===== src/rtl/scaler_line_scheduler_if.sv =====
// Handshake bundle between the line-buffer writer, the vertical scaler read side
// and the line scheduler that arbitrates the four-bank ring between them.
interface scaler_line_scheduler_if;
    logic       frame_start;
    logic       wr_line_done;
    logic       wr_allow;
    logic [1:0] wr_bank;
    logic       rd_line_req;
    logic       rd_line_ack;
    logic [1:0] rd_bank;
    logic [9:0] rd_src_row;
    logic       rd_line_done;
    logic       frame_done;
    logic       overflow;

    modport slave (
        input  frame_start, wr_line_done, rd_line_req, rd_line_done,
        output wr_allow, wr_bank, rd_line_ack, rd_bank, rd_src_row, frame_done, overflow
    );

    modport master (
        output frame_start, wr_line_done, rd_line_req, rd_line_done,
        input  wr_allow, wr_bank, rd_line_ack, rd_bank, rd_src_row, frame_done, overflow
    );
endinterface


===== src/rtl/scaler_line_scheduler.sv =====
// Vertical scaler line scheduler: tracks source lines held in a 4-bank ring and
// grants output lines one at a time, each mapped to its nearest source row.
module scaler_line_scheduler #(
    parameter int SRC_H       = 480,
    parameter int DST_H       = 720,
    parameter int Y_RATIO     = 43690,
    parameter int PRIME_LINES = 2
) (
    input  logic                    clk,
    input  logic                    rst,
    scaler_line_scheduler_if.slave  bus
);

    typedef enum logic [1:0] {IDLE, FILL, RUN, DRAIN} state_t;

    state_t      state;
    state_t      state_next;
    logic [9:0]  lines_written;
    logic [9:0]  dst_cnt;
    logic [26:0] y_acc;
    logic        rd_active;
    logic        ack;
    logic [9:0]  src_row;
    logic        overflow;

    logic [9:0]  next_row;
    logic [9:0]  low_row;
    logic [9:0]  fill_level;
    logic        writing;
    logic        wr_allow;
    logic        rd_done_ok;
    logic        grant;
    logic        frame_end;

    // Integer part of the accumulator rounded half-up, clamped to the last source row.
    function automatic logic [9:0] round_row(input logic [11:0] acc_hi);
        logic [11:0] r;
        r = {1'b0, acc_hi[11:1]} + {11'd0, acc_hi[0]};
        if (r > 12'(SRC_H - 1))
            return 10'(SRC_H - 1);
        return r[9:0];
    endfunction

    assign next_row   = round_row(y_acc[26:15]);
    assign low_row    = rd_active ? src_row : next_row;
    assign fill_level = lines_written - low_row;
    assign writing    = (state == FILL) || (state == RUN);
    assign wr_allow   = writing && (lines_written < 10'(SRC_H)) && (fill_level < 10'd4);
    assign rd_done_ok = bus.rd_line_done && rd_active;
    assign grant      = (state == RUN) && bus.rd_line_req && !rd_active
                        && (next_row < lines_written) && !ack;

    always_comb begin
        state_next = state;
        frame_end  = 1'b0;
        if (bus.frame_start) begin
            state_next = FILL;
        end else begin
            unique case (state)
                IDLE:  state_next = IDLE;
                FILL:  if (lines_written >= 10'(PRIME_LINES)) state_next = RUN;
                RUN:   if (grant && (dst_cnt == 10'(DST_H - 1))) state_next = DRAIN;
                DRAIN: if (rd_done_ok) begin
                           state_next = IDLE;
                           frame_end  = !rst;
                       end
                default: state_next = IDLE;
            endcase
        end
    end

    // Abort via frame_start wins over same-cycle writer/reader events; overflow survives it.
    always_ff @(posedge clk) begin
        if (rst) begin
            state         <= IDLE;
            lines_written <= '0;
            dst_cnt       <= '0;
            y_acc         <= '0;
            rd_active     <= 1'b0;
            ack           <= 1'b0;
            src_row       <= '0;
            overflow      <= 1'b0;
        end else begin
            state <= state_next;
            if (bus.frame_start) begin
                lines_written <= '0;
                dst_cnt       <= '0;
                y_acc         <= '0;
                rd_active     <= 1'b0;
                ack           <= 1'b0;
            end else begin
                ack <= grant;
                if (writing && bus.wr_line_done) begin
                    if (wr_allow)
                        lines_written <= lines_written + 10'd1;
                    else
                        overflow <= 1'b1;
                end
                if (grant) begin
                    dst_cnt   <= dst_cnt + 10'd1;
                    y_acc     <= y_acc + 27'(Y_RATIO);
                    src_row   <= next_row;
                    rd_active <= 1'b1;
                end else if (rd_done_ok) begin
                    rd_active <= 1'b0;
                end
            end
        end
    end

    assign bus.wr_allow    = wr_allow;
    assign bus.wr_bank     = lines_written[1:0];
    assign bus.rd_line_ack = ack;
    assign bus.rd_bank     = src_row[1:0];
    assign bus.rd_src_row  = src_row;
    assign bus.frame_done  = frame_end;
    assign bus.overflow    = overflow;

endmodule


===== src/flat_wrapper.sv =====
// flat-port wrapper written by rule: the top's interface ports become plain ports
module scaler_line_scheduler_flat 
#(
    parameter int SRC_H       = 480,
    parameter int DST_H       = 720,
    parameter int Y_RATIO     = 43690,
    parameter int PRIME_LINES = 2
)
  (clk, rst, bus_frame_start, bus_wr_line_done, bus_rd_line_req, bus_rd_line_done, bus_wr_allow, bus_wr_bank, bus_rd_line_ack, bus_rd_bank, bus_rd_src_row, bus_frame_done, bus_overflow);
  scaler_line_scheduler_if bus_i ();
  input  logic clk;
  input  logic rst;
  input wire logic [$bits(bus_i.frame_start)-1:0] bus_frame_start;
  input wire logic [$bits(bus_i.wr_line_done)-1:0] bus_wr_line_done;
  input wire logic [$bits(bus_i.rd_line_req)-1:0] bus_rd_line_req;
  input wire logic [$bits(bus_i.rd_line_done)-1:0] bus_rd_line_done;
  output wire logic [$bits(bus_i.wr_allow)-1:0] bus_wr_allow;
  output wire logic [$bits(bus_i.wr_bank)-1:0] bus_wr_bank;
  output wire logic [$bits(bus_i.rd_line_ack)-1:0] bus_rd_line_ack;
  output wire logic [$bits(bus_i.rd_bank)-1:0] bus_rd_bank;
  output wire logic [$bits(bus_i.rd_src_row)-1:0] bus_rd_src_row;
  output wire logic [$bits(bus_i.frame_done)-1:0] bus_frame_done;
  output wire logic [$bits(bus_i.overflow)-1:0] bus_overflow;
  assign bus_i.frame_start = bus_frame_start;
  assign bus_i.wr_line_done = bus_wr_line_done;
  assign bus_i.rd_line_req = bus_rd_line_req;
  assign bus_i.rd_line_done = bus_rd_line_done;
  assign bus_wr_allow = bus_i.wr_allow;
  assign bus_wr_bank = bus_i.wr_bank;
  assign bus_rd_line_ack = bus_i.rd_line_ack;
  assign bus_rd_bank = bus_i.rd_bank;
  assign bus_rd_src_row = bus_i.rd_src_row;
  assign bus_frame_done = bus_i.frame_done;
  assign bus_overflow = bus_i.overflow;
  scaler_line_scheduler #(.SRC_H(SRC_H), .DST_H(DST_H), .Y_RATIO(Y_RATIO), .PRIME_LINES(PRIME_LINES)) u_core (.clk(clk), .rst(rst), .bus(bus_i));
endmodule

===== config.mk =====
export PLATFORM = sky130hd
export DESIGN_NAME = scaler_line_scheduler_flat
export DESIGN_NICKNAME = d
export VERILOG_FILES = /design/src/rtl/scaler_line_scheduler_if.sv /design/src/rtl/scaler_line_scheduler.sv /design/src/flat_wrapper.sv
export SDC_FILE = /design/constraint.sdc
export NUM_CORES = 1
export LEC_CHECK = 0
export BUFFER_PORTS_ARGS = -buffer_cell sky130_fd_sc_hd__buf_2
export CAP_MARGIN = 10
export CORE_MARGIN = 4
export CORE_UTILIZATION = 44
export DETAILED_ROUTE_END_ITERATION = 10
export PLACE_DENSITY_LB_ADDON = 0.1
export SYNTH_ARGS = -nofsm -noshare
export SYNTH_HDL_FRONTEND = slang
export SYNTH_SLANG_ARGS = --single-unit
export TNS_END_PERCENT = 50

===== constraint.sdc =====
create_clock -name clk -period 4.7 [get_ports clk]
set_clock_uncertainty 0.2 [all_clocks]
set_input_delay 0.705 -clock clk [delete_from_list [all_inputs] [get_ports clk]]
set_output_delay 0.705 -clock clk [all_outputs]
set_load 0.05 [all_outputs]

==> metrics.txt <==
Overflow after GRT 0; Via Count 3,402; worst flop-to-flop path startpoint u_core.y_acc[16]; Hold Fails Final Rpt 0; total die area around 10,000 um^2; Cell Count, Final, Fillers Out 609; effective utilization at floorplan 0.457; Setup violations, final 1; metal3 WL 403 um; Num CTS Buffers 9; syn nets slightly below 500; Hold Crit Class reg2reg; Root Driver clkbuf_8; Reg2Reg Depth 17; nets ~530; Mean Syn Cell Area roughly 8.4 um^2; Pleak 1.72 nW; Worst VDD drop 134 uV; CTS Buffer Depth 2; final hold slack 0.277 ns; RR Endpoint u_core.lines_written[7]; Max FO, Critical Path 3; I/O Buffers 23; Syn-to-layout area delta 18.6%; Crit Path Category reg2out; highest routed layer met4; Placer Congestion 0.884; Die Ht 101 um; type of origin of the critical path register; Via density about 5.6; most frequent cells in the layout nor2_1 (63), dfxtp_1 (59), nand2_1 (29), buf_4 (29), xor2_1 (24); RSZ-0062 raised after global routing true; Yosys reg bits 61; most used cell, CP or3_4; fin util 0.542; later-pin clock latency in the skew report approximately 0.35 ns; Final period util 1.01; largest net degree at the start of global routing 49; CP max-delay cell or3_4; failing checks setup timing; CP top delay family compound AO/OA/AOI/OAI gates; CP Cell Sequence ha_4, nand3_4, or3_4, mux2i_4, buf_6, or3_4, mux2i_1, ha_1, o21a_1, o211ai_1, a21oi_2, o311a_1, o221ai_2, inv_4, buf_8; Initial DRC Count 128; total track usage 0.190; H-tree levels 3; maxcap violations 0; Worst-Margin Slew slightly above 0.7 ns; worst hold path startpoint u_core.bus.overflow; die span in x 101 um; Post-CTS Hold Buffers 0; CP bufs+invs 3; Sink Count 61; hpwl dp 6580 um; Routed WL 9240 um; Hold Path End u_core.bus.overflow; data arrival time of the critical path between 3 and 4 ns; setup_tns -0.0574 ns; status complete, but fails checks; Tmin final 4.76 ns; PD cells 243 nW/um^2; fmax 0.210 GHz; Setup crit end kind output pin; share of cells above drive strength 1 0.194; Primary FF master, synth dfxtp_1; WP depth 15; Antenna Diode Count 0; Detail Route Antenna Nets 0; Req. time, crit path 3.80 ns; first-pass GRT wire length 15,600 um; register area share after synthesis 0.320; IO Pins 24; synthesized instance count 456; Placed Cells just under 600; R2R Setup Slk 0.28 ns; total power 1.10 mW; vias in the first global route 3,290; CTS tree done; max incr delay on CP 0.41 ns; # rows 33; Yosys cell types 59; clock-pin slew on the worst setup and hold paths 0.07 ns; number of flops mapped to enable cells by yosys 0; Slew Limit Fails 0; WL met2 4330 um; Yosys warnings 0; Hold Path Stages 2; initial antenna violation count 0; per-cell routed wire length 15.2 um; drt drc 0; Async S/R FF share, synth 0; Slew HR 0.520; core box area 8340 um^2; worst setup margin -0.0574 ns; most common cell after layout, fill and taps aside nor2_1; Post-Synthesis Cell Area 3810 um^2; drt pass-1 iters 4; met1 wire length approximately 4400 um
[worst max-delay path by stage]
stage / start / endpoint / slack (ns)
floorplan: u_core.y_acc[16] / bus_wr_allow / 0.02
finish: u_core.y_acc[16] / bus_wr_allow / -0.06
global placement: u_core.y_acc[15] / bus_wr_allow / 0.09
detailed placement: u_core.y_acc[15] / bus_wr_allow / 0.007
global route: u_core.y_acc[16] / bus_wr_allow / -0.30
CTS: u_core.y_acc[16] / bus_wr_allow / -0.02
[through the flow]
step / worst slack [ns] / instance area (um^2)
final: -0.0574 / 4520
after global routing: -0.305 / 4520
after CTS: -0.0197 / 4480
after global placement: 0.0935 / 4110
after floorplan: 0.0194 / 3820
after detailed placement: 0.00750 / 4110
[state kept, by name, indices dropped and copies added, names as in the netlist]
name and count:
u_core.bus.overflow 1, u_core.bus.rd_line_ack 1, u_core.bus.rd_src_row 10, u_core.dst_cnt 10, u_core.lines_written 10, u_core.rd_active 1
u_core.state 2, u_core.y_acc 26
[area by class of cell]
class	instances	area (um^2)
timing repair buffer	54	365
multi-input combinational	353	2510
sequential	61	1220
inverter	21	81.3
clock inverter	4	72.6
clock buffer	11	141
fill	796	3820
tap	105	131
[power by group]
group | total [mW] | leakage [nW] | internal, mW | switching, mW
Sequential | 0.521 | 0.493 | 0.519 | 0.00213
Combinational | 0.0559 | 1.12 | 0.0174 | 0.0384
Clock | 0.522 | 0.105 | 0.309 | 0.213
Total | 1.10 | 1.72 | 0.845 | 0.253
[per-layer routing]
layer / vias to the layer above / GRT usage
li1: 1730 / -
met1: 1614 / 0.247
met2: 49 / 0.309
met3: 9 / 0.0436
met4: 0 / 0.0675
met5: - / 0
[what timing repair did]
| action | in CTS | in global routing |
|---|---|---|
| gates resized for setup | 22 | 2 |
| setup buffers | 8 | 3 |
| pin swaps | 15 | 4 |
| setup endpoints to repair | 1 | 1 |
[Yosys cell counts, types with 2 or more instances]
library cell | n | area, um^2
xor2_1 | 24 | 210
nor4_1 | 12 | 75.1
o311a_1 | 2 | 20.0
nor2_1 | 63 | 236
o31ai_1 | 9 | 67.6
inv_2 | 2 | 7.51
o2111ai_1 | 2 | 17.5
nand2b_1 | 4 | 25.0
a21oi_1 | 23 | 115
a311oi_1 | 6 | 52.6
and3_1 | 4 | 25.0
ha_1 | 26 | 325
a21o_1 | 7 | 52.6
o211ai_1 | 2 | 15.0
mux2i_1 | 14 | 140
dfxtp_1 | 61 | 1220
nand2_1 | 29 | 109
or4_1 | 7 | 52.6
nand3_2 | 2 | 20.0
a211oi_1 | 5 | 37.5
nor3_1 | 7 | 35.0
nand4_1 | 14 | 87.6
a211o_1 | 2 | 17.5
o21ai_0 | 6 | 30.0
clkbuf_1 | 11 | 41.3
nor2b_1 | 5 | 31.3
buf_2 | 4 | 20.0
inv_1 | 19 | 71.3
or3_1 | 7 | 43.8
buf_4 | 6 | 45.0
o21a_1 | 6 | 45.0
o21ai_1 | 9 | 45.0
nand3_1 | 17 | 85.1
xnor2_1 | 14 | 123
[kinds of logic after synthesis]
logic type | share of synthesized area
fa+ha+maj | 0.0854
flops | 0.320
compound gates | 0.173
simple gates | 0.239
xor+xnor | 0.0873
buf+inv | 0.0486
mux | 0.0456
other cells | 0.000984
[worst reg2reg max path: cells and delay by family (launching register included)]
| kind | cells | cell delay [ns] |
|---|---|---|
| adder cells (fa/ha/maj) | 2 | 0.43 |
| buffers and inverters | 3 | 0.55 |
| AND/OR/NAND/NOR | 4 | 1.40 |
| multiplexers | 2 | 0.36 |
| AO/OA/AOI/OAI | 6 | 1.07 |
| flip-flops | 1 | 0.36 |
No activity file was read; power rests on OpenSTA's default activity.
